===== config.mk =====
export PLATFORM = sky130hd
export DESIGN_NAME = dtc_apb_arbiter
export DESIGN_NICKNAME = d
export VERILOG_FILES = /design/src/rtl/dtc_apb_pkg.sv /design/src/rtl/dtc_rr_arb2.sv /design/src/rtl/dtc_apb_arbiter.sv
export SDC_FILE = /design/constraint.sdc
export NUM_CORES = 1
export LEC_CHECK = 0
export BUFFER_PORTS_ARGS = -buffer_cell sky130_fd_sc_hd__buf_2
export CAP_MARGIN = 5
export CORE_ASPECT_RATIO = 1.25
export CORE_MARGIN = 2
export CORE_UTILIZATION = 40
export DETAILED_ROUTE_END_ITERATION = 12
export MAX_ROUTING_LAYER = met4
export PLACE_DENSITY = 0.73
export SYNTH_ARGS = -nofsm -noshare
export SYNTH_HDL_FRONTEND = slang
export SYNTH_SLANG_ARGS = --single-unit

===== constraint.sdc =====
create_clock -name pclk -period 4.8 [get_ports pclk]
set_clock_uncertainty 0.1 [all_clocks]
set_input_delay 0.72 -clock pclk [delete_from_list [all_inputs] [get_ports pclk]]
set_output_delay 0.72 -clock pclk [all_outputs]
set_load 0.005 [all_outputs]

===== src/rtl/dtc_apb_pkg.sv =====
// Shared types and constants for the DTC APB configuration-port arbiter.
package dtc_apb_pkg;

    typedef enum logic [1:0] {
        IDLE   = 2'd0,
        SETUP  = 2'd1,
        ACCESS = 2'd2
    } apb_state_e;

    // Register-config decoder windows behind the shared APB port
    localparam logic [31:0] DTC_DADD_ADDR = 32'h0000_0000;
    localparam logic [31:0] DTC_DSEL_ADDR = 32'h0000_0100;

    localparam int DTC_TIMEOUT_DEF = 255;
    localparam int TO_CNT_W        = 8;

endpackage


===== src/rtl/dtc_rr_arb2.sv =====
// Two-way round-robin arbiter; last_grant resets to 1 so requester 0 wins
// the first contention.
module dtc_rr_arb2 (
    input  logic       clk_i,
    input  logic       rst_ni,
    input  logic [1:0] req_i,
    input  logic       en_i,
    output logic [1:0] gnt_o
);

    logic last_q;

    always_comb begin
        gnt_o = req_i;
        if (&req_i) begin
            gnt_o = last_q ? 2'b01 : 2'b10;
        end
    end

    always_ff @(posedge clk_i or negedge rst_ni) begin
        if (!rst_ni) begin
            last_q <= 1'b1;
        end else if (en_i && (|gnt_o)) begin
            last_q <= gnt_o[1];
        end
    end

endmodule


===== src/rtl/dtc_apb_arbiter.sv =====
// Two-requester APB master for the DTC register-config port: round-robin
// grant, SETUP/ACCESS sequencing and timeout termination of hung transfers.
module dtc_apb_arbiter
    import dtc_apb_pkg::*;
#(
    parameter int APB_AWIDTH  = 32,
    parameter int APB_DWIDTH  = 32,
    parameter int TIMEOUT_CYC = DTC_TIMEOUT_DEF
) (
    input  logic                  pclk,
    input  logic                  presetn,
    input  logic                  m0_req,
    input  logic [APB_AWIDTH-1:0] m0_addr,
    input  logic                  m0_write,
    input  logic [APB_DWIDTH-1:0] m0_wdata,
    output logic                  m0_ack,
    output logic [APB_DWIDTH-1:0] m0_rdata,
    output logic                  m0_err,
    input  logic                  m1_req,
    input  logic [APB_AWIDTH-1:0] m1_addr,
    input  logic                  m1_write,
    input  logic [APB_DWIDTH-1:0] m1_wdata,
    output logic                  m1_ack,
    output logic [APB_DWIDTH-1:0] m1_rdata,
    output logic                  m1_err,
    output logic                  psel,
    output logic [APB_AWIDTH-1:0] paddr,
    output logic                  penable,
    output logic                  pwrite,
    output logic [APB_DWIDTH-1:0] pwdata,
    input  logic                  pready,
    input  logic [APB_DWIDTH-1:0] prdata
);

    // Counter holds completed ACCESS cycles, so the last allowed one sees TIMEOUT_CYC-1
    localparam logic [TO_CNT_W-1:0] TO_LAST = TO_CNT_W'(TIMEOUT_CYC - 1);

    apb_state_e                       state_q, state_d;
    logic                             sel_q, sel_d;
    logic                             psel_q, psel_d;
    logic                             penable_q, penable_d;
    logic                             pwrite_q, pwrite_d;
    logic [APB_AWIDTH-1:0]            paddr_q, paddr_d;
    logic [APB_DWIDTH-1:0]            pwdata_q, pwdata_d;
    logic [1:0]                       ack_q, ack_d;
    logic [1:0]                       err_q, err_d;
    logic [1:0][APB_DWIDTH-1:0]       rdata_q, rdata_d;
    logic [TO_CNT_W-1:0]              cnt_q, cnt_d;

    logic [1:0]                       req, elig, gnt, wr_in;
    logic [1:0][APB_AWIDTH-1:0]       addr_in;
    logic [1:0][APB_DWIDTH-1:0]       wdata_in;

    assign req      = {m1_req, m0_req};
    assign wr_in    = {m1_write, m0_write};
    assign addr_in  = {m1_addr, m0_addr};
    assign wdata_in = {m1_wdata, m0_wdata};

    // A requester being acked this cycle still has req high; keep it out
    assign elig = req & ~ack_q;

    dtc_rr_arb2 u_arb (
        .clk_i  (pclk),
        .rst_ni (presetn),
        .req_i  (elig),
        .en_i   (state_q == IDLE),
        .gnt_o  (gnt)
    );

    always_comb begin
        state_d   = state_q;
        sel_d     = sel_q;
        psel_d    = psel_q;
        penable_d = penable_q;
        pwrite_d  = pwrite_q;
        paddr_d   = paddr_q;
        pwdata_d  = pwdata_q;
        ack_d     = '0;
        err_d     = '0;
        rdata_d   = rdata_q;
        cnt_d     = cnt_q;
        unique case (state_q)
            IDLE: begin
                if (|gnt) begin
                    sel_d    = gnt[1];
                    psel_d   = 1'b1;
                    paddr_d  = addr_in[gnt[1]];
                    pwrite_d = wr_in[gnt[1]];
                    pwdata_d = wr_in[gnt[1]] ? wdata_in[gnt[1]] : '0;
                    state_d  = SETUP;
                end
            end
            SETUP: begin
                penable_d = 1'b1;
                cnt_d     = '0;
                state_d   = ACCESS;
            end
            ACCESS: begin
                cnt_d = cnt_q + 1'b1;
                // pready on the timeout cycle wins: it is a normal completion
                if (pready || (cnt_q == TO_LAST)) begin
                    psel_d         = 1'b0;
                    penable_d      = 1'b0;
                    pwrite_d       = 1'b0;
                    paddr_d        = '0;
                    pwdata_d       = '0;
                    cnt_d          = '0;
                    ack_d[sel_q]   = 1'b1;
                    err_d[sel_q]   = !pready;
                    rdata_d[sel_q] = (pready && !pwrite_q) ? prdata : '0;
                    state_d        = IDLE;
                end
            end
            default: state_d = IDLE;
        endcase
    end

    always_ff @(posedge pclk or negedge presetn) begin
        if (!presetn) begin
            state_q   <= IDLE;
            sel_q     <= 1'b0;
            psel_q    <= 1'b0;
            penable_q <= 1'b0;
            pwrite_q  <= 1'b0;
            paddr_q   <= '0;
            pwdata_q  <= '0;
            ack_q     <= '0;
            err_q     <= '0;
            rdata_q   <= '0;
            cnt_q     <= '0;
        end else begin
            state_q   <= state_d;
            sel_q     <= sel_d;
            psel_q    <= psel_d;
            penable_q <= penable_d;
            pwrite_q  <= pwrite_d;
            paddr_q   <= paddr_d;
            pwdata_q  <= pwdata_d;
            ack_q     <= ack_d;
            err_q     <= err_d;
            rdata_q   <= rdata_d;
            cnt_q     <= cnt_d;
        end
    end

    assign psel     = psel_q;
    assign penable  = penable_q;
    assign pwrite   = pwrite_q;
    assign paddr    = paddr_q;
    assign pwdata   = pwdata_q;
    assign m0_ack   = ack_q[0];
    assign m1_ack   = ack_q[1];
    assign m0_err   = err_q[0];
    assign m1_err   = err_q[1];
    assign m0_rdata = rdata_q[0];
    assign m1_rdata = rdata_q[1];

endmodule

==> impl_metrics.toml <==
[flow_run]
maxCapViolations = 0

[power_and_ir_drop]
power_leakage_nw = 4.64
clkPwrFrac = 0.245
vdd_drop_max_uv = 308
seqPwrFrac = 0.377
p_total_w = 0.00526
power.density_mw_per_mm2 = 597
p_comb_frac = 0.378
internal_power_w = 0.00342
switchingPower_w = 0.00184
swShare = 0.351

[logic_synthesis]
synth_top_area_share = 0.555
synth_area_leaders = "dfrtp_1 56%, a22o_1 8.7%, mux2i_1 5.0%"
avgSynthCellArea_um2 = 12.4
synth_seq_area_share = 0.559
synth-async-reset-ratio = 1.00
synth_cell_type_count = 45
synth_flop_cell = "dfrtp_1"
yosysWarnings = 0
postSynthCellCount = 531
synth_largest_area_cell = "dfrtp_1"
ys_ff_latch = 147
synth_edf_count = 0
synthesis.area_mm2 = 0.00658
syn_nets = 704

[die]
start_util = 0.408
coreArea_mm2 = 0.0161
rows = 52
pin_count = 302
die_y_um = 147
die_w_um = 119
die_area_mm2 = 0.0175

[route]
post_drt_wl_per_cell_um = 17.7
drtPass1Iterations = 4
num_vias = 5506
drc = 0
drt-total-wl_um = 18600
ant_nets = 0
viasPerCell = 5.26
drt_iter0_markers = 307

[critical_path]
worstPathRequired_ns = 5.00
reg2reg_from = "state_q[0]"
critPathMaxFanout = 33
crit_path_end_kind = "flip-flop"
r2r_cells = 6
critical_path_class = "flip-flop to flip-flop"
r2r-end = "pwdata[4]"
startpoint_type = "flip-flop"
arrival_ns = 2.99
r2r_slack_ns = 2.00

[sta]
finalWorstSetupSlack_ns = 2.00
setup_tns_ns = 0
fmax_ghz = 0.357
finalHoldViolations = 0
finalSetupViolations = 0
min_period_ns = 2.80
worst_pin_slew_ns = 1.15
relSlewSlack = 0.235
drv_slew = 0
fin_crit_sh = 0.583
rsz0062_at_grt = "false"

[finish]
multi_input_area_mm2 = 0.00265
layout.area.seq_mm2 = 0.00368
fill_cells = 1459
layout-drive-gt1-share = 0.465
n_antenna_cell = 0
nNetsFinal = 991
syn_to_final_growth_pct = 33.9

[clocking]
cts_setup_buffers = 0
cts-resized-gates = 0
htreeDepth = 4
numCtsBuffers = 17
clockBufferDepth = 2
cts_tree = "done"
cts_sinks = 147
ctsHoldBuffers = 0
cts-root-buf = "clkbuf_16"
path_clk_slew_ns = 0.06
insertion_delay_ns = 0.41

[global_routing]
antenna_found_initial = 0
grt_pass1_vias = 5503
grt_max_degree = 106
grt_overflow = 0
grt_pass1_wl_um = 29100
track_usage = 0.217

[placed_design]
dp_hpwl_um = 12900
dp_slack_ns = 1.78
routabilityCongestion = 0.834
numPortBuffers = 301

[status]
status = "finished clean"

[min_path]
hold_path_class = "primary input to async pin"
==> final cells by class <==
type                       instances  share of cell area
clock inverter                    15              0.0179
inverter                           7             0.00298
clock buffer                      17              0.0483
sequential                       147               0.418
timing repair buffer             313               0.182
tap                              216              0.0307
multi-input combinational        332               0.301
==> kinds of logic (layout without fill, tap and decap cells) <==
group / Yosys count / in the layout / synth area share
flip-flops: 147 / 147 / 0.559
AO/OA/AOI/OAI: 150 / 150 / 0.178
adder cells (fa/ha/maj): 6 / 6 / 0.0114
AND/OR/NAND/NOR: 106 / 106 / 0.0859
buffers and inverters: 52 / 352 / 0.0418
XOR/XNOR: 2 / 2 / 0.00266
multiplexers: 68 / 68 / 0.121
==> Yosys cell counts, types with 2 or more instances <==
cell and instances:
a21oi_1 3, a22o_1 65, buf_12 2, buf_2 14, buf_4 3, clkbuf_1 23
dfrtp_1 146, ha_1 6, inv_1 7, mux2_1 9, mux2_2 6, mux2_4 20
mux2i_1 33, nand2_1 41, nand2b_1 5, nand3_1 8, nand3b_1 3, nand4_1 32
nor2_1 2, nor2b_1 6, nor3_1 3, nor3b_1 2, o21ai_0 36, o2bb2ai_1 32
o311ai_0 3, xnor2_1 2
==> sequential cells by signal, summed over array words and instances (netlist names) <==
signal and count:
m0_rdata 32, m1_rdata 32, paddr 32, pwdata 32, cnt_q 8, ack_q 2
err_q 2, state_q 2, penable 1, psel 1, pwrite 1, sel_q 1
u_arb.last_q 1
==> metrics by stage <==
| step | std cells | instance area (um2) | hold slack (ns) | utilization |
|---|---|---|---|---|
| floorplan | 531 | 6580 | 0.324 | - |
| global placement | 1015 | 8230 | 0.364 | 0.510 |
| detailed placement | 1015 | 8230 | 0.369 | 0.510 |
| CTS | 1047 | 8810 | 0.347 | 0.546 |
| global route | 1047 | 8810 | 0.384 | 0.546 |
| finish | 1047 | 8810 | 0.294 | 0.546 |
==> worst max-delay path, stage by stage (launching register included) <==
cell and delay [ns]:
dfrtp_1 0.37, inv_1 0.08, ha_1 0.36, nor2b_1 0.24, o21ai_4 0.11, o211a_2 0.98
mux2_2 0.42
==> how the worst max path moves through the flow <==
stage                     from        end  slack (ns)  depth (start not counted)
global route        state_q[0]  pwdata[4]        1.79                          6
global placement        m0_req  pwdata[2]        1.82                          5
finish              state_q[0]  pwdata[4]        2.00                          6
CTS                 state_q[0]  pwdata[4]        1.97                          6
floorplan               m0_req  pwdata[0]        2.66                          6
detailed placement      m0_req  pwdata[2]        1.78                          5
==> power by group through the flow <==
stage	Combinational (W)	Sequential [W]	Clock (W)
2_1_floorplan	0.00124	0.00200	0
3_3_place_gp	0.00198	0.00199	0
3_5_place_dp	0.00203	0.00198	0
4_1_cts	0.00201	0.00198	0.00133
5_1_grt	0.00217	0.00204	0.00139
6_report	0.00199	0.00198	0.00129
==> per-layer routing <==
layer,GRT usage,vias up,share of wire
li1,-,2569,-
met1,0.278,2662,0.42
met2,0.345,258,0.49
met3,0.0556,17,0.077
met4,0.0571,0,0.014
met5,-,-,0
==> cells in the final DEF (no fill, tap or decap), types with 2 or more instances in the layout <==
master,netlist,final
nor3_1,3,2
mux2_1,9,9
nor2_1,2,2
nand3_1,8,8
nand2b_1,5,5
mux2_4,20,20
buf_4,3,12
o21ai_0,36,36
a21oi_1,3,3
xnor2_1,2,2
nand2_1,41,40
a22o_1,65,65
ha_1,6,6
dfrtp_1,146,146
o2bb2ai_1,32,32
mux2_2,6,6
nand3b_1,3,3
inv_1,7,7
mux2i_1,33,33
inv_6,0,5
nor2b_2,0,3
clkbuf_16,0,17
clkinv_8,0,2
nand4_1,32,32
o311ai_0,3,3
inv_8,0,5
buf_2,14,300
clkinv_4,0,2
nor2b_1,6,3
Power figures use the tool's default switching activity.
